--- src/rtl/n2r_ctrl.sv ---
// Sequencer for the normal-to-ready reshaping buffer: fills G-row groups, drains S slices per group.
// Optional stall counter output enabled by defining N2R_STALL_CNT_EN.
module n2r_ctrl #(
  parameter int BLOCK_SIZE = 2,
  parameter int NUM_CORES  = 8,
  parameter int ROW        = 64,
  parameter int COL        = 256,
  localparam int G         = BLOCK_SIZE * NUM_CORES,
  localparam int S         = COL / BLOCK_SIZE,
  localparam int NG        = ROW / G,
  localparam int RW        = $clog2(G),
  localparam int SW        = $clog2(S),
  localparam int GW        = $clog2(NG) + 1
) (
  input  logic          clk,
  input  logic          rst_n,
  input  logic          start,
  input  logic          in_valid,
  output logic          in_ready,
  output logic          buf_wr_en,
  output logic [RW-1:0] buf_wr_row,
  output logic [SW-1:0] buf_rd_slice,
  output logic          out_valid,
  input  logic          out_ready,
  output logic [GW-1:0] group_idx,
  output logic          busy,
  output logic          done
`ifdef N2R_STALL_CNT_EN
  ,
  output logic [31:0]   stall_cnt
`endif
);

  if ((ROW % G) != 0) begin : g_bad_row
    $error("n2r_ctrl: ROW must be a multiple of BLOCK_SIZE*NUM_CORES");
  end
  if ((COL % BLOCK_SIZE) != 0) begin : g_bad_col
    $error("n2r_ctrl: COL must be a multiple of BLOCK_SIZE");
  end

  localparam logic [RW-1:0] ROW_LAST   = RW'(G - 1);
  localparam logic [SW-1:0] SLICE_LAST = SW'(S - 1);
  localparam logic [GW-1:0] GROUP_LAST = GW'(NG - 1);

  typedef enum logic [1:0] {
    IDLE  = 2'd0,
    FILL  = 2'd1,
    DRAIN = 2'd2,
    FIN   = 2'd3
  } state_t;

  state_t        state, state_nxt;
  logic [RW-1:0] row_cnt, row_cnt_nxt;
  logic [SW-1:0] slice_cnt, slice_cnt_nxt;
  logic [GW-1:0] group_cnt, group_cnt_nxt;

  // Control state register
  always_ff @(posedge clk or negedge rst_n) begin
    if (!rst_n) begin
      state     <= IDLE;
      row_cnt   <= '0;
      slice_cnt <= '0;
      group_cnt <= '0;
    end else begin
      state     <= state_nxt;
      row_cnt   <= row_cnt_nxt;
      slice_cnt <= slice_cnt_nxt;
      group_cnt <= group_cnt_nxt;
    end
  end

  // Next-state and counter update
  always_comb begin
    state_nxt     = state;
    row_cnt_nxt   = row_cnt;
    slice_cnt_nxt = slice_cnt;
    group_cnt_nxt = group_cnt;
    unique case (state)
      IDLE: begin
        if (start) begin
          row_cnt_nxt   = '0;
          slice_cnt_nxt = '0;
          group_cnt_nxt = '0;
          state_nxt     = FILL;
        end
      end
      FILL: begin
        if (in_valid) begin
          if (row_cnt == ROW_LAST) begin
            row_cnt_nxt = '0;
            state_nxt   = DRAIN;
          end else begin
            row_cnt_nxt = row_cnt + 1'b1;
          end
        end
      end
      DRAIN: begin
        if (out_ready) begin
          if (slice_cnt == SLICE_LAST) begin
            slice_cnt_nxt = '0;
            if (group_cnt == GROUP_LAST) begin
              state_nxt = FIN;
            end else begin
              group_cnt_nxt = group_cnt + 1'b1;
              state_nxt     = FILL;
            end
          end else begin
            slice_cnt_nxt = slice_cnt + 1'b1;
          end
        end
      end
      FIN: begin
        state_nxt = IDLE;
      end
      default: begin
        state_nxt = IDLE;
      end
    endcase
  end

  // Outputs are decodes of registered state, so they drop with the async reset
  always_comb begin
    in_ready     = (state == FILL);
    out_valid    = (state == DRAIN);
    busy         = (state != IDLE);
    done         = (state == FIN);
    buf_wr_en    = in_valid && in_ready;
    buf_wr_row   = row_cnt;
    buf_rd_slice = slice_cnt;
    group_idx    = group_cnt;
  end

`ifdef N2R_STALL_CNT_EN
  // Back-pressure counter: DRAIN cycles where the multiplier refuses the slice
  always_ff @(posedge clk or negedge rst_n) begin
    if (!rst_n) begin
      stall_cnt <= '0;
    end else if (state == IDLE && start) begin
      stall_cnt <= '0;
    end else if (state == DRAIN && !out_ready && stall_cnt != 32'hFFFF_FFFF) begin
      stall_cnt <= stall_cnt + 32'd1;
    end
  end
`endif

endmodule
--- config.mk ---
export PLATFORM = sky130hd
export DESIGN_NAME = n2r_ctrl
export DESIGN_NICKNAME = d
export VERILOG_FILES = /design/src/rtl/n2r_ctrl.sv
export SDC_FILE = /design/constraint.sdc
export NUM_CORES = 1
export LEC_CHECK = 0
export ABC_AREA = 1
export BUFFER_PORTS_ARGS = -buffer_cell sky130_fd_sc_hd__buf_2
export CAP_MARGIN = 30
export CORE_MARGIN = 4
export CORE_UTILIZATION = 51
export CTS_CLUSTER_SIZE = 12
export DETAILED_ROUTE_END_ITERATION = 7
export PLACE_DENSITY = 0.77
export SETUP_SLACK_MARGIN = 0.2
export SYNTH_ARGS = -nofsm -noshare
export SYNTH_HDL_FRONTEND = slang
export SYNTH_SLANG_ARGS = --single-unit
--- constraint.sdc ---
create_clock -name clk -period 1.8 [get_ports clk]
set_input_delay 0.09 -clock clk [delete_from_list [all_inputs] [get_ports clk]]
set_output_delay 0.09 -clock clk [all_outputs]
set_load 0.01 [all_outputs]
==> results by group <==
STA
  – Slew margin rel.: 75.8%
  – Min Tclk post-route: 1.43 ns
  – WHS: 0.0619 ns
  – Max Freq: 701 MHz
  – Final setup fails: 0
  – Worst Skew: 0.00244 ns
  – Final Hold Violating Endpoints: 0
  – Sum Neg Setup Slack: 0 ns
  – RSZ-0062 raised after global routing: false
  – Tcrit/Tclk final: 79.3%
  – Final number of max-transition violations: 0
  – Worst Max-Slew Pin Slew: 0.363 ns

Cells and area
  – Commonest cells after routing, fill and taps aside: 30 x nand2_1, 23 x buf_2, 16 x dfrtp_1, 15 x inv_1, 13 x nand3_1
  – Area Overhead vs Synth: 18.3%
  – Nets: 160
  – Fillcell total: 172
  – Most common cell after layout, fill and taps aside: nand2_1
  – Final Cell Area: 0.00115 mm²
  – ANT cells: 0
  – Post-layout util: 65.1%
  – Share of cells above drive strength 1: 26.8%

Clock tree
  – Inserted Clock Buffers: 3
  – Root Buffer: clkbuf_4
  – CTS tree: yes
  – Clock Path Buffers: 2
  – Register clock-pin slew on the reported worst setup and hold paths: 0.09 ns
  – Clk sinks: 16
  – H-tree Lvls: 1
  – Clock latency on the worst-skew pair: 0.28 ns

Route
  – DRT antenna net count: 0
  – Wire per inst: 11.6 µm
  – DRC viols: 0
  – DRT Pass-1 Iters: 4
  – DRT Wirelength: 2.02 mm
  – Vias: 887
  – DR vias/cell: 5.10
  – Initial DRC count: 20

Logic synthesis
  – Cells after synthesis: 122
  – Post-synthesis xor/xnor area fraction: 0.902%
  – Compound-gate portion of the synthesized area: 7.47%
  – Synthesis warning total: 0
  – Flops & latches, synth: 16
  – Largest area contributor in the netlist: dfrtp_1
  – Syn_area_per_cell: 7.96 µm²
  – Distinct cells, synth: 21
  – Synthesized Nets: 131
  – Top post-synthesis cells by area: dfrtp_1 41%, nand2_1 12%, nand3_1 6.7%
  – Post-Synth Simple-Gate Area: 37.1%
  – Largest family of logic cells by synthesized area: simple AND/OR/NAND/NOR gates
  – Post-synthesis mux area share: 0%
  – Syn Std Cell Area: 971 µm²
  – Adder-cell share of the synthesized area: 5.15%
  – Sequential area share after synthesis: 41.2%
  – Post-synth top area share: 41.2%

Placement
  – Routability congestion estimate: 0.820
  – Dpl hpwl: 1.57 mm
  – Area of placed instances: 0.00111 mm²
  – I/O Buffers: 23

Critical path
  – WP data arrival: 1.34 ns
  – CP Class: flip-flop to primary output
  – Crit-path cells: inv_2 -> nor2_4 -> buf_2
  – Worst Setup Start Kind: flip-flop
  – Crit-path max cell delay: 0.47 ns
  – CP max stage cell: dfrtp_1
  – CP required: 1.71 ns
  – Critical path capture point type: primary output
  – Worst-path fanout max: 9

Pwr
  – Pleak: 0.629 nW
  – Pwr dens: 1340 mW/mm²
  – Power Total: 1.54 mW
  – Worst IR Drop VDD: 833 µV

Floorplanning
  – Die span in y: 51.6 µm
  – I/O pins: 24
  – Die Wd: 51.6 µm
  – Std cell rows: 15
  – Core area: 0.00176 mm²
  – Die area: 0.00267 mm²
  – Initial Util: 55.0%

Global routing
  – Vias in the first global route: 832
  – Global Route met2 Usage: 26.5%
  – GR Util met3: 3.44%
  – Initial antenna violation count: 0
  – First-pass GRT wire length: 3.46 mm
  – GRT Util Overall: 17.2%
  – Largest net degree at the start of global routing: 17
  – Most used routing layer: met2
  – Met1 usage: 23.6%
  – GRT overflow: 0

Min path
  – HP Class: input port to flip-flop

Status
  – Status: completed

Job
  – Max_cap viols: 0
## path summary, 6_finish.rpt
kind / startpoint / end / slack (ns) / depth (start not counted)
worst max-delay path: state[1]$_DFFE_PN0P_ / out_valid / 0.37 / 3
min in group asynchronous: rst_n / buf_wr_row[2]$_DFFE_PN0P_ / 0.25 / 2
max in group asynchronous: rst_n / buf_rd_slice[6]$_DFFE_PN0P_ / 1.29 / 2
worst max register to register: buf_rd_slice[0]$_DFFE_PN0P_ / group_idx[0]$_DFFE_PN0P_ / 0.39 / 8
worst min register to register: group_idx[1]$_DFFE_PN0P_ / group_idx[1]$_DFFE_PN0P_ / 0.51 / 2
worst min-delay path: in_valid / state[0]$_DFFE_PN0P_ / 0.06 / 2
## repair_timing
item,4_1_cts,5_1_grt
gates resized for setup,0,1
endpoints found under the setup margin,0,3
buffers inserted,0,1
hold buffers,1,0
endpoints found under the hold margin,16,0
## metrics by stage
step                worst slack (ns)  instances
floorplan                      0.439        122
global placement               0.434        169
detailed placement             0.337        169
CTS                            0.333        173
global route                   0.243        174
finish                         0.373        174
## area by class of cell
class	count	area [µm²]	area share [%]
multi-input cells	87	494	43.0
repair buffers	25	133	11.5
well taps	25	31.3	2.72
inverters	18	67.6	5.88
flip-flops and latches	16	400	34.9
clock buffers	3	22.5	1.96
## cells in the mapped netlist, drive strengths merged
cell type and number:
a21oi 2, buf 1, nand4 5, nand3b 2
nand2 36, nor3 1, nor2 11, o21ai 8
dfrtp 16, ha 4, nand3 14, a22oi 1
xor2 1, o211ai 2, inv 18
## metal layers
layer | wire length [µm] | vias to the layer above
met5 | 0 | -
met4 | 12 | 0
met3 | 79 | 2
met2 | 978 | 23
met1 | 954 | 409
li1 | - | 453
## registers in the layout, indices dropped and copies added, names as in the netlist
register	flops
group_idx	3
buf_wr_row	4
state	2
buf_rd_slice	7
## power breakdown
group / leakage [nW] / internal (mW) / switching [mW] / total [mW]
Clock: 0.0138 / 0.0775 / 0.104 / 0.181
Sequential: 0.213 / 0.469 / 0.133 / 0.602
Combinational: 0.402 / 0.278 / 0.477 / 0.756
## cells by family (layout without fill, tap and decap cells)
logic type,after synthesis,count (layout)
adders and majority gates,4,4
buffers and inverters,19,46
DFF,16,16
AOI/OAI and AO/OA,13,13
xor gates and xnor gates,1,1
and+or+nand+nor,69,69
## critical path, delay by kind of cell (launching register included)
| family | cells | cell delay (ns) |
|---|---|---|
| simple gates | 1 | 0.27 |
| buf+inv | 2 | 0.32 |
| flops | 1 | 0.47 |
Power figures use the tool's default switching activity.
